[config.mk]
export PLATFORM = sky130hd
export DESIGN_NAME = request_unit
export DESIGN_NICKNAME = d
export VERILOG_FILES = /design/src/rtl/cpu_types_pkg.sv /design/src/rtl/request_perf.sv /design/src/rtl/request_unit.sv
export SDC_FILE = /design/constraint.sdc
export NUM_CORES = 1
export LEC_CHECK = 0
export CORE_UTILIZATION = 40
export CTS_CLUSTER_DIAMETER = 50
export DETAILED_ROUTE_END_ITERATION = 7
export PLACE_DENSITY_LB_ADDON = 0.25
export RECOVER_POWER = 25
export SLEW_MARGIN = 20
export SYNTH_ARGS = -nofsm -noshare
export SYNTH_HDL_FRONTEND = slang
export SYNTH_SLANG_ARGS = --single-unit
export TNS_END_PERCENT = 50
[constraint.sdc]
create_clock -name CLK -period 3.5 [get_ports CLK]
set_clock_uncertainty 0.1 [all_clocks]
set_input_delay 0.525 -clock CLK [delete_from_list [all_inputs] [get_ports CLK]]
set_output_delay 0.525 -clock CLK [all_outputs]
set_load 0.03 [all_outputs]
[src/rtl/cpu_types_pkg.sv]
// cpu_types_pkg: shared word type, request-unit FSM states and watchdog saturation limit
package cpu_types_pkg;
  typedef logic [31:0] word_t;
  typedef enum logic [2:0] {IDLE, FETCH, DECODE, DATA, COMMIT, HALTED} reqstate_t;
  localparam logic [7:0] WD_SAT = 8'hff;
endpackage

[src/rtl/request_perf.sv]
// request_perf: 32-bit wrapping commit/stall counters (in CLK, nRST, commit, stall; out instr_cnt, stall_cnt)
module request_perf (
  input  logic        CLK,
  input  logic        nRST,
  input  logic        commit,
  input  logic        stall,
  output logic [31:0] instr_cnt,
  output logic [31:0] stall_cnt
);
  logic [31:0] instr_cnt_q, instr_cnt_d, stall_cnt_q, stall_cnt_d;
  always_ff @(posedge CLK or negedge nRST)
    if (!nRST) begin
      instr_cnt_q <= '0;
      stall_cnt_q <= '0;
    end else begin
      instr_cnt_q <= instr_cnt_d;
      stall_cnt_q <= stall_cnt_d;
    end
  always_comb begin
    instr_cnt_d = instr_cnt_q + {31'b0, commit};
    stall_cnt_d = stall_cnt_q + {31'b0, stall};
    instr_cnt = instr_cnt_q;
    stall_cnt = stall_cnt_q;
  end
endmodule

[src/rtl/request_unit.sv]
// request_unit: fetch/data request sequencer FSM with commit strobes, sticky halt and stall watchdog (bus in: ihit/iload/dhit/dload, cu in: cu_dREN/cu_dWEN/cu_halt; out: imemREN/dmemREN/dmemWEN/instr/dload_q/pc_en/wb_en/halt/stall_err/perf_*; perf counters only with `REQ_PERF_EN)
module request_unit
  import cpu_types_pkg::*;
#(
  parameter int STALL_MAX = 16
) (
  input  logic        CLK,
  input  logic        nRST,
  input  logic        ihit,
  input  word_t       iload,
  input  logic        dhit,
  input  word_t       dload,
  input  logic        cu_dREN,
  input  logic        cu_dWEN,
  input  logic        cu_halt,
  output logic        imemREN,
  output logic        dmemREN,
  output logic        dmemWEN,
  output word_t       instr,
  output word_t       dload_q,
  output logic        pc_en,
  output logic        wb_en,
  output logic        halt,
  output logic        stall_err,
  output logic [31:0] perf_instr_cnt,
  output logic [31:0] perf_stall_cnt
);
  localparam logic [7:0] STALL_LIM = 8'(STALL_MAX);
  reqstate_t  state_q, state_d;
  logic       rd_q, rd_d, wr_q, wr_d, stall_err_q, stall_err_d, stall;
  word_t      instr_q, instr_d, dload_d;
  logic [7:0] wd_q, wd_d;
  always_ff @(posedge CLK or negedge nRST)
    if (!nRST) begin
      state_q     <= IDLE;
      rd_q        <= 1'b0;
      wr_q        <= 1'b0;
      stall_err_q <= 1'b0;
      instr_q     <= '0;
      dload_q     <= '0;
      wd_q        <= '0;
    end else begin
      state_q     <= state_d;
      rd_q        <= rd_d;
      wr_q        <= wr_d;
      stall_err_q <= stall_err_d;
      instr_q     <= instr_d;
      dload_q     <= dload_d;
      wd_q        <= wd_d;
    end
  always_comb begin
    state_d = state_q;
    rd_d    = rd_q;
    wr_d    = wr_q;
    instr_d = instr_q;
    dload_d = dload_q;
    stall   = (state_q == FETCH && !ihit) || (state_q == DATA && !dhit);
    case (state_q)
      IDLE:   state_d = FETCH;
      FETCH:  if (ihit) begin
                instr_d = iload;
                state_d = DECODE;
              end
      DECODE: if (cu_halt) state_d = HALTED;
              else if (cu_dWEN) begin
                wr_d    = 1'b1;
                state_d = DATA;
              end else if (cu_dREN) begin
                rd_d    = 1'b1;
                state_d = DATA;
              end else state_d = COMMIT;
      DATA:   if (dhit) begin
                dload_d = dload;
                rd_d    = 1'b0;
                wr_d    = 1'b0;
                state_d = COMMIT;
              end
      COMMIT: state_d = FETCH;
      default: state_d = HALTED;
    endcase
    // a stall cycle never changes state and every other cycle does (or is HALTED), so clearing on !stall covers "clear on state change"
    wd_d        = stall ? wd_q + {7'b0, wd_q != WD_SAT} : '0;
    stall_err_d = stall_err_q || wd_d == STALL_LIM;
  end
  always_comb begin
    imemREN   = state_q == FETCH;
    dmemREN   = state_q == DATA && rd_q;
    dmemWEN   = state_q == DATA && wr_q;
    pc_en     = state_q == COMMIT;
    wb_en     = state_q == COMMIT;
    halt      = state_q == HALTED;
    instr     = instr_q;
    stall_err = stall_err_q;
  end
`ifdef REQ_PERF_EN
  request_perf u_perf (
    .CLK       (CLK),
    .nRST      (nRST),
    .commit    (pc_en),
    .stall     (stall),
    .instr_cnt (perf_instr_cnt),
    .stall_cnt (perf_stall_cnt)
  );
`else
  assign perf_instr_cnt = '0;
  assign perf_stall_cnt = '0;
`endif
endmodule

# Word-level counts from Yosys, hierarchy flattened
# Index checks and enable logic that the tools add are counted.
# totals
output_inout_bits,135
ff_bits,78
# op_classes
reduce_logical,16
addsub,1
muxes,15
n_eq_ne,13
# op_table
cell,n
3-bit 2-to-1 mux,5
2-bit inequality test (second input constant),6
3-bit one-hot mux with 4 select lines,1
8-bit by 1-bit adder with 8-bit output,1
8-bit by 5-bit equality test with 1-bit output (second input constant),1
8-bit 2-to-1 mux,1
8-bit inequality test (second input constant),1
3-bit by 2-bit equality test with 1-bit output (second input constant),2
3-bit equality test (second input constant),2
1-bit 2-to-1 mux,6
2-bit AND reduction,3
5-bit AND reduction,1
1-bit logical AND,4
1-bit one-hot mux with 2 select lines,2
4-bit AND reduction,1
3-bit by 1-bit equality test with 1-bit output (second input constant),1
3-bit logical NOT,1
1-bit logical NOT,2
1-bit logical OR,2
2-bit nonzero test,1
2-bit OR reduction,1

# Logic depth before layout (Yosys ltp)
# logic_depth
depth_word,6
mapped_depth,10

# Least setup slack after synthesis
# No wires, ideal clock.
# synth_path
path_type,reg-to-output
start,register state_q[1]
end,output port wb_en
stages_incl_launch_ff,4
setup_slack_ns,1.205
arrival_ns,1.670
required_time_ns,2.875
path_cell_list,dfrtp_1 > buf_2 > nor3b_1 > buf_4
# synth_via
elab_chain_len,1
# synth_rtl
element,line_no,source
start: declaration,request_unit.sv:29,"reqstate_t state_q, state_d;"
start signal: assignment,request_unit.sv:43,state_q <= state_d;
3-bit equality test,-,
end: declaration,request_unit.sv:22,"output logic wb_en,"
# No other way between the ends.

# Worst setup path after layout
# layout_path
start,register state_q[1]
end,output port wb_en
# layout_via
elab_chain_len,1
# layout_rtl
element,line_no,source
3-bit equality test,request_unit.sv:90,wb_en = state_q == COMMIT;
# No other way between the ends.

==> flow_summary.ini <==
[outcome]
status = finished with violations
violations = capacitance limit, slew limit

[floorplan]
boundaryPins = 206
core_area_mm2 = 0.009284
die_w_um = 99.98
num_rows = 35
die_h_um = 99.98
die_area_mm2 = 0.009996
start_util = 0.4136

[sta]
fin_crit_ns = 2.591
report.final.slew_viol_count = 79
fin_tns_setup_ns = 0
rsz0062_at_grt = no
final-hold-violation-count = 0
max-slew-margin-rel = -0.3097
post-route-period-util = 0.7403
layout_setup_ws_ns = 0.9091
worst_pin_slew_ns = 1.965
max_freq_ghz = 0.3860
setup_violations = 0

[placement]
hpwl_um = 5494
place_area_mm2 = 0.005035
portBuffers = 141
place_congestion = 0.7879
pre_cts_slack_ns = 1.238

[clock_tree]
ctsHoldBuffers = 0
cts_resized = 0
cts_made_buffers = 9
cts_tree = built
htreeDepth = 3
cts_setup_buffers = 0
clk_latency_ns = 0.34
clkSinkCount = 78
clk_path_buf_depth = 2
clk_pin_slew_ns = 0.08
root_buffer = clkbuf_8

[route]
dr.pass1.iters = 3
ant_nets = 0
viasPerCell = 4.295
post-route-drc-count = 0
routed_wl_um = 7718
drt_iter0_drc = 79
wl_per_cell_um = 13.81
vias = 2401

[power_and_ir_drop]
ir_drop_v = 0.0002052
fin_total_pwr_mw = 1.770
power_density_mw_per_mm2 = 338.6
p_sw_mw = 0.4546
cellInternalPower_mw = 1.316
combPwrFrac = 0.107
p_clk_frac = 0.384
power.leakage_nw = 2.454
swShare = 0.2568
seqPwrFrac = 0.509

[final_layout]
final_common_cell = clkdlybuf4s50_1
stdcell_area_mm2 = 0.005229
mostFrequentLayoutCells = 140 x clkdlybuf4s50_1, 78 x dfrtp_1, 64 x conb_1
layout-drive-gt1-share = 0.2000
final_nets = 499
diodes = 0
area_growth_pct = 36.17

[synth]
postSynthCellCount = 287
ys_warn_count = 0
yosys.area.top_type = dfrtp_1
netlist.area_leader.share = 0.5083
synth_area_mm2 = 0.003840
synth.area.top_cells = dfrtp_1 51%, buf_4 13%, mux2_4 12%
ys_ff_latch = 78
synthArstFlopShare = 1.000
avgSynthCellArea_um2 = 13.38
synth_cell_types = 38
ys_seq_area_frac = 0.5083
synth_edf_count = 0
ys.flop_type = dfrtp_1

[job]
maxCapViolCount = 1

[setup_path]
cp_data_required_time_ns = 2.87
crit_path_start_kind = register
crit_path_end_kind = output port
arrival_ns = 1.97
crit_fanout = 12
critPathKind = reg2out

[global_route]
grt_pass1_wl_um = 12050
grt_pass1_vias = 2391
grt_util_all_layers = 0.1561
grt_max_degree = 79
antenna_found_initial = 0
grt_overflow = 0

[worst_hold_path]
worstHoldPathType = reg2reg
==> worst max-delay path, cell delays in order (launching register included) <==
cell,delay (ns)
dfrtp_1,0.51
nor3b_1,0.38
clkdlybuf4s50_1,0.75
==> stage by stage <==
step | std cells | util | hold slack [ns]
floorplan | 350 | - | 0.1294
global placement | 544 | 0.5423 | 0.3780
detailed placement | 544 | 0.5423 | 0.3733
CTS | 559 | 0.5635 | 0.2876
global route | 559 | 0.5632 | 0.4048
finish | 559 | 0.5632 | 0.3883
==> cells in the mapped netlist, types with 2 or more instances <==
| cell type | instances |
|---|---|
| nand3_1 | 2 |
| xor2_1 | 5 |
| mux2_4 | 30 |
| buf_2 | 3 |
| nor2_1 | 14 |
| dfrtp_1 | 78 |
| nand4_1 | 2 |
| xnor2_1 | 3 |
| and3_1 | 4 |
| o21ai_0 | 2 |
| buf_4 | 65 |
| mux2_2 | 34 |
| a21oi_1 | 2 |
| inv_1 | 4 |
| nor2b_4 | 2 |
| buf_6 | 5 |
| clkbuf_1 | 2 |
| nand2_1 | 6 |
| ha_1 | 2 |
| buf_12 | 3 |
| a31oi_1 | 2 |
==> power by group through the flow <==
| stage | clock network [mW] | registers (mW) | logic, mW |
|---|---|---|---|
| 3_3_place_gp | 0 | 0.918 | 0.188 |
| 2_1_floorplan | 0 | 0.919 | 0.147 |
| 4_1_cts | 0.706 | 0.900 | 0.191 |
| 6_report | 0.680 | 0.900 | 0.190 |
| 3_5_place_dp | 0 | 0.918 | 0.191 |
| 5_1_grt | 0.738 | 0.900 | 0.204 |
==> final timing paths <==
path                                         from                      to  slack [ns]  cells past startpoint
max                        state_q[1]$_DFFE_PN0P_                   wb_en        0.91                      2
max in group asynchronous                    nRST  state_q[1]$_DFFE_PN0P_        1.51                      1
max reg2reg                     wd_q[1]$_DFF_PN0_     stall_err$_DFF_PN0_        1.33                      8
min reg2reg                   stall_err$_DFF_PN0_     stall_err$_DFF_PN0_        0.39                      1
min in group asynchronous                    nRST   instr[22]$_DFFE_PN0P_        0.63                      1
min                           stall_err$_DFF_PN0_     stall_err$_DFF_PN0_        0.39                      1
==> kinds of logic (layout without fill, tap and decap cells) <==
logic type                 count (synthesis)  after routing  synth area share
buffers and inverters                     82            162            0.1672
DFF                                       78             78            0.5083
muxes                                     65             65            0.2196
and+or+nand+nor                           40             40           0.05898
AOI/OAI and AO/OA                         11             11           0.02020
xor gates and xnor gates                   8              8           0.01825
adders and majority gates                  2              2          0.006516
other                                      1             64         0.0009766
==> layout make-up <==
type                            instances  area (µm²)
Inverter                                4       15.01
Multi-Input combinational cell        190        1483
Clock inverter                          5       58.81
Tap cell                              129       161.4
Sequential cell                        78        1952
Fill cell                             811        4055
Timing Repair Buffer                  143        1421
Clock buffer                           10       137.6
==> flip-flops by register name, summed over array words and instances, names as in the netlist <==
signal	count
instr	32
dload_q	32
state_q	3
wr_q	1
stall_err	1
wd_q	8
rd_q	1
==> metal layers <==
metal	vias to the layer above	track usage	part of all wire
met5	-	0	0
met4	0	0.06800	0.024
met3	16	0.05710	0.092
met2	123	0.2499	0.47
met1	1148	0.1898	0.41
li1	1114	-	-
Power figures use the tool's default switching activity.
